$ cat config.mk
export PLATFORM = sky130hd
export DESIGN_NAME = stoch_bitstream_decode
export DESIGN_NICKNAME = d
export VERILOG_FILES = /design/src/rtl/stoch_bitstream_decode.sv
export SDC_FILE = /design/constraint.sdc
export NUM_CORES = 1
export LEC_CHECK = 0
export ABC_AREA = 1
export CAP_MARGIN = 5
export CORE_AREA = 2 2 60 62
export DETAILED_ROUTE_END_ITERATION = 12
export DIE_AREA = 0 0 62 64
export PLACE_DENSITY = 0.69
export SLEW_MARGIN = 20
export SYNTH_ARGS = -nofsm -noshare
export SYNTH_HDL_FRONTEND = slang
export SYNTH_SLANG_ARGS = --single-unit
$ cat constraint.sdc
create_clock -name CLK -period 1.8 [get_ports CLK]
set_clock_uncertainty 0.2 [all_clocks]
set_input_delay 0.27 -clock CLK [delete_from_list [all_inputs] [get_ports CLK]]
set_output_delay 0.27 -clock CLK [all_outputs]
set_load 0.03 [all_outputs]
$ cat src/rtl/stoch_bitstream_decode.sv
// stoch_bitstream_decode: counts 1s over 2^WINDOW_BITS accepted stochastic samples and hands the count out under valid/ready
module stoch_bitstream_decode #(
  parameter int WINDOW_BITS = 8
) (
  input  logic                 CLK,
  input  logic                 RST,
  input  logic                 start,
  input  logic                 cont,
  input  logic                 bit_in,
  input  logic                 in_valid,
  output logic                 busy,
  output logic                 out_valid,
  input  logic                 out_ready,
  output logic [WINDOW_BITS:0] result
);
  typedef enum logic [1:0] {IDLE, ACCUM, DONE} state_t;
  state_t state, state_nxt;
  logic [WINDOW_BITS-1:0] sample_cnt;
  logic [WINDOW_BITS:0] ones_cnt, ones_sum;
  logic take, last, clr;
  assign ones_sum = ones_cnt + (WINDOW_BITS+1)'(bit_in);
  // an abort (start in ACCUM) discards the sample and outranks completion
  assign take = state == ACCUM && !start && in_valid;
  assign last = take && &sample_cnt;
  assign clr = (state != DONE && start) || (state == DONE && out_ready);
  assign busy = state == ACCUM;
  assign out_valid = state == DONE;
  always_comb begin
    state_nxt = state;
    unique case (state)
      IDLE:    state_nxt = start ? ACCUM : IDLE;
      ACCUM:   state_nxt = last ? DONE : ACCUM;
      DONE:    state_nxt = out_ready ? (cont ? ACCUM : IDLE) : DONE;
      default: state_nxt = IDLE;
    endcase
  end
  always_ff @(posedge CLK) begin
    if (RST) state <= IDLE;
    else state <= state_nxt;
  end
  always_ff @(posedge CLK) begin
    if (RST) begin
      sample_cnt <= '0;
      ones_cnt <= '0;
      result <= '0;
    end else begin
      if (clr) begin
        sample_cnt <= '0;
        ones_cnt <= '0;
      end else if (take) begin
        sample_cnt <= sample_cnt + WINDOW_BITS'(1);
        ones_cnt <= ones_sum;
      end
      if (last) result <= ones_sum;
    end
  end
endmodule

# After elaboration in Yosys (flattened, before gate mapping)
# Index checks and enable logic that the tools add are counted.
[word_totals] reg_bits=28 output_inout_bits=11 word_cells=24
[classes] addsub=2 n_eq_ne=3 muxes=5 n_reduce_logical=10
[op_table] cell="$add A9 B1 Y9" n=1
[op_table] cell="$add A8 B1 Y8 const B" n=1
[op_table] cell="$reduce_and A8 Y1" n=1
[op_table] cell="$pmux W2 S3" n=1
[op_table] cell="$logic_and A1 B1 Y1" n=5
[op_table] cell="$mux W2" n=2
[op_table] cell="$eq A2 B1 Y1 const B" n=1
[op_table] cell="$eq A2 B2 Y1 const B" n=1
[op_table] cell="$logic_not A2 Y1" n=1
[op_table] cell="$mux W1" n=2
[op_table] cell="$ne A2 B2 Y1 const B" n=1
[op_table] cell="$reduce_or A2 Y1" n=1
[op_table] cell="$logic_not A1 Y1" n=1
[op_table] cell="$logic_or A1 B1 Y1" n=1

# Depth between registers and ports, before layout
# Gate-level depths: netlist of run 1.
[depth] depth_word=6 ltp_mapped=9 mapped_depth_nobuf=9

# Worst setup path before layout of run 1
# No wires, ideal clock.
[synth_timing] path_kind="reg-to-reg" start="register state[1]" end="register sample_cnt[2]" setup_time_ns=0.066 arrival_time_ns=1.319 required_time_ns=1.534 path_slack_ns=0.215 stages_incl_launch_ff=7 path_cell_list="dfxtp_1 > inv_2 > nor2_2 > nand2_2 > a21oi_4 > nand2_1 > a21oi_2"
[synth_via] elab_chain_len=4 elab_cells_between_ends=9 cone_classes="eq/ne (3); reduce/logical (6)"
[synth_rtl] element="start, declared" line_no="17" rtl="state_t state, state_nxt;"
[synth_rtl] element="start signal, assigned" line_no="39" rtl="else state <= state_nxt;"
[synth_rtl] element="$eq A2 B2 Y1"
[synth_rtl] element="net out_valid" line_no="12" rtl="output logic out_valid,"
[synth_rtl] element="$logic_and A1 B1 Y1" line_no="25" rtl="assign clr = (state != DONE && start) || (state == DONE && out_ready);"
[synth_rtl] element="$logic_or A1 B1 Y1" line_no="25"
[synth_rtl] element="$reduce_or A2 Y1 (no line)"
[synth_rtl] element="end signal, assigned" line_no="51" rtl="sample_cnt <= sample_cnt + WINDOW_BITS'(1);"
[synth_rtl] element="end, declared" line_no="18" rtl="logic [WINDOW_BITS-1:0] sample_cnt;"
# The timed path passes the listed nets, and every way through them passes these cells.
# A chain may end at the register's enable or synchronous reset.

# Worst setup path in the final report of run 1
[layout_timing] start="register state[0]" end="output busy"
[layout_via] elab_chain_len=1
[layout_rtl] element="$eq A2 B1 Y1" line_no="26" rtl="assign busy = state == ACCUM;"
[layout_rtl] element="end, declared" line_no="11" rtl="output logic busy,"
# Every way passes these cells.

==> summary.json, run 1 <==
{
  "grt_most_used_layer": "met2",
  "stdcell_area_um2": 1764,
  "buffer_ports.inserted": 17,
  "fp.coreArea_um2": 3284,
  "detail_route.drc_violations": 0,
  "grt_first_pass_wirelength_um": 4968,
  "timing_max_transition_violations_final": 0,
  "crit-reg2reg-launch": "sample_cnt[1]$_SDFFE_PP0P_",
  "post_synth.cell_area_avg_um2": 6.855,
  "crit_fanout": 4,
  "max_capacitance_violation_count": 0,
  "holdCritPathClass": "register to register",
  "cts.repair_timing.setup_buffer_count": 0,
  "ys_top_cells_by_count": "sky130_fd_sc_hd__nand2_1 (68), sky130_fd_sc_hd__dfxtp_1 (28), sky130_fd_sc_hd__inv_1 (24)",
  "timing.setup.critical_path_class": "register to output pin",
  "post_dp_cell_area_um2": 1732,
  "cts_buffers": 3,
  "pwr_total_mw": 1.025,
  "synth_top_cells_by_area": "sky130_fd_sc_hd__dfxtp_1 (39%), sky130_fd_sc_hd__nand2_1 (18%), sky130_fd_sc_hd__a21oi_1 (6.2%), sky130_fd_sc_hd__inv_1 (6.2%), sky130_fd_sc_hd__nor2_1 (6.0%)",
  "cellPowerDensity_nw_per_um2": 581.0,
  "gate_count_post_synth": 211,
  "worst_slew_pin_slew_ps": 304.2,
  "critPathLaunchType": "register",
  "cts-root-to-sink-buffers": 2,
  "max_freq_mhz": 600.1,
  "register_area_um2": 563.0,
  "dp_worst_setup_slack_ps": -229.3,
  "relSlewSlack_pct": 79.80,
  "leakagePower_nw": 0.7603,
  "cts.root.buffer_cell": "sky130_fd_sc_hd__clkbuf_4",
  "cts.reportedPaths.clkPinSlew_ps": 140,
  "yosys.cell_types.count": 26,
  "htreeDepth": 1,
  "post_drt_via_cell_ratio": 4.611,
  "via_count": 1305,
  "grt_start_max_net_pins": 16,
  "final-setup-viol-count": 0,
  "length_of_the_first_detailed_routing_pass_in_iterations": 4,
  "wire_per_inst_um": 10.10,
  "place_inst": 279,
  "total_negative_slack_ps": 0,
  "finalNetCount": 248,
  "final_core_utilization_pct": 53.71,
  "globalRouteTotalUtil_pct": 16.29,
  "i_o_pin_total": 18,
  "hold-worst-slack_ps": 272.0,
  "grt.met2_usage_pct": 25.13,
  "mappedNetlistNets": 221,
  "r2r_end": "result[4]$_SDFFE_PP0P_",
  "fillCellCount": 341,
  "synth-seq-cells": 28,
  "final_layout_size_suffix_gt1_share_pct": 16.03,
  "worst_hold_path_ep": "result[2]$_SDFFE_PP0P_",
  "crit_required_ps": 1330,
  "synth_most_common_cell": "sky130_fd_sc_hd__nand2_1",
  "post-route-period-util_pct": 92.58,
  "clock_latency_ps": 330,
  "detail_route.iter0.violations": 64,
  "grt_pass1_vias": 1193,
  "worst-endpoint-arrival_ps": 1200,
  "cts_tree": "done",
  "power.ir.vdd_worst_mv": 0.2515,
  "count_of_flip_flops_with_a_built_in_enable_after_synthesis": 0,
  "stdcell_count": 283,
  "clock_sink_count": 28,
  "totalWireLength_um": 2858,
  "hold_violations": 0,
  "status": "completed",
  "antenna_violations_before_repair": 0,
  "drt_antenna_net_count": 0,
  "floorplan.die_area_um2": 3968,
  "cp_slowest_cell": "sky130_fd_sc_hd__dfxtp_2",
  "synthesis.yosys.warnings": 0,
  "grt_setup_unrepaired": "false",
  "min_path_cells": 2,
  "synth_seq_area_share_pct": 38.75,
  "worst_setup_path_end_kind": "output pin",
  "final.min_clock_period_ps": 1666,
  "met1_track_usage_gr_pct": 22.71,
  "rr_worst_depth": 7,
  "dominantRegCellSynth": "sky130_fd_sc_hd__dfxtp_1",
  "synthDominantAreaCellType": "sky130_fd_sc_hd__dfxtp_1",
  "setup_slack_on_the_worst_flop_to_flop_path_ps": 150,
  "max_stage_delay_ps": 400,
  "syn-cell-area_um2": 1446,
  "multi_input_gate_area_in_the_final_layout_um2": 768.2,
  "post-synth-top-area-fraction_pct": 38.75,
  "holdBufCountCts": 0,
  "gp_congestion": 0.8515,
  "min-delay-start": "result[2]$_SDFFE_PP0P_",
  "start_util_pct": 44.04,
  "die_span_in_x_um": 62,
  "cp_cell_instances": "inv_2, nor2_4, clkdlybuf4s15_2",
  "post_synthesis_async_set_or_reset_flop_share_pct": 0,
  "die_h_um": 64,
  "worst_setup_slack_final_ps": 133.6,
  "grt_use_met3_pct": 3.036,
  "area_delta_synth_final_pct": 21.97,
  "estimated_wirelength_of_the_detail_placed_design_um": 2201,
  "placementRows": 21,
  "antennaDiodeCount": 0,
  "global_route.overflow_total": 0
}
[worst max-delay path by stage]
stage                               start                    endpoint  slack (ps)
6_report              state[0]$_SDFF_PP0_                        busy         130
5_1_grt        sample_cnt[1]$_SDFFE_PP0P_      result[6]$_SDFFE_PP0P_          20
4_1_cts               state[1]$_SDFF_PP0_                   out_valid          60
3_5_place_dp                       bit_in      result[8]$_SDFFE_PP0P_        -230
3_3_place_gp                       bit_in      result[8]$_SDFFE_PP0P_        -190
2_1_floorplan         state[1]$_SDFF_PP0_  sample_cnt[2]$_SDFFE_PP0P_         210
[logic make-up (layout without fill, tap and decap cells)]
kind of cell / count (synthesis) / count (layout) / share of synthesized area [%]
flops: 28 / 28 / 38.75
simple gates: 114 / 114 / 34.95
xor+xnor: 3 / 3 / 1.817
buf+inv: 31 / 57 / 8.304
compound gates: 32 / 32 / 13.58
fa+ha+maj: 3 / 3 / 2.595
[cell usage in the layout (no fill, tap or decap), drive strengths merged, types with 3 or more instances in the layout]
cell and instances:
dlygate4sd2 9, xor2 3, clkbuf 4, clkdlybuf4s50 6, nor2 27, inv 28, o21ai 7, ha 3
buf 8, nand2 73, a21oi 22, dfxtp 28, nand3 10
[where the power goes]
group	internal (mW)	total [mW]	leakage, nW	switching [mW]
logic	0.0393	0.0890	0.513	0.0498
clock network	0.124	0.305	0.0210	0.182
registers	0.625	0.631	0.227	0.00536
[worst max-delay path, delay by kind of cell (launching register included)]
family / cells / cell delay, ps
buf+inv: 2 / 370
flops: 1 / 400
simple gates: 1 / 100
[flip-flops by register name (all words and copies together), names as in the netlist]
name        cells
ones_cnt        9
result          9
sample_cnt      8
state           2
[routing by layer]
metal  share of wire (%)  routed length, µm
met5                   0                  0
met3                 3.6                104
met4                 1.3                 36
met2                  43               1231
met1                  52               1485
[cell type report]
cell class / instances / share of cell area [%]
multi-input cells: 152 / 43.55
flip-flops and latches: 28 / 31.91
repair buffers: 25 / 13.26
inverters: 28 / 5.957
well taps: 46 / 3.262
clock buffers: 4 / 2.057
[timing repair]
item | CTS | global route
setup endpoints to repair | 11 | 3
resized for setup | 15 | 3
cloned | 0 | 0
Power figures use the tool's default switching activity.
==> run 2, diff against run 1 <==
--- a/config.mk
+++ b/config.mk
@@ -8,6 +8,7 @@
 export ABC_AREA = 1
 export CAP_MARGIN = 5
 export CORE_AREA = 2 2 60 62
+export CTS_BUF_LIST = sky130_fd_sc_hd__clkbuf_4 sky130_fd_sc_hd__clkbuf_8 sky130_fd_sc_hd__clkbuf_16
 export DETAILED_ROUTE_END_ITERATION = 12
 export DIE_AREA = 0 0 62 64
 export PLACE_DENSITY = 0.69
==> results of run 2 <==
Final layout, timing and power as in run 1 (identical DEF).
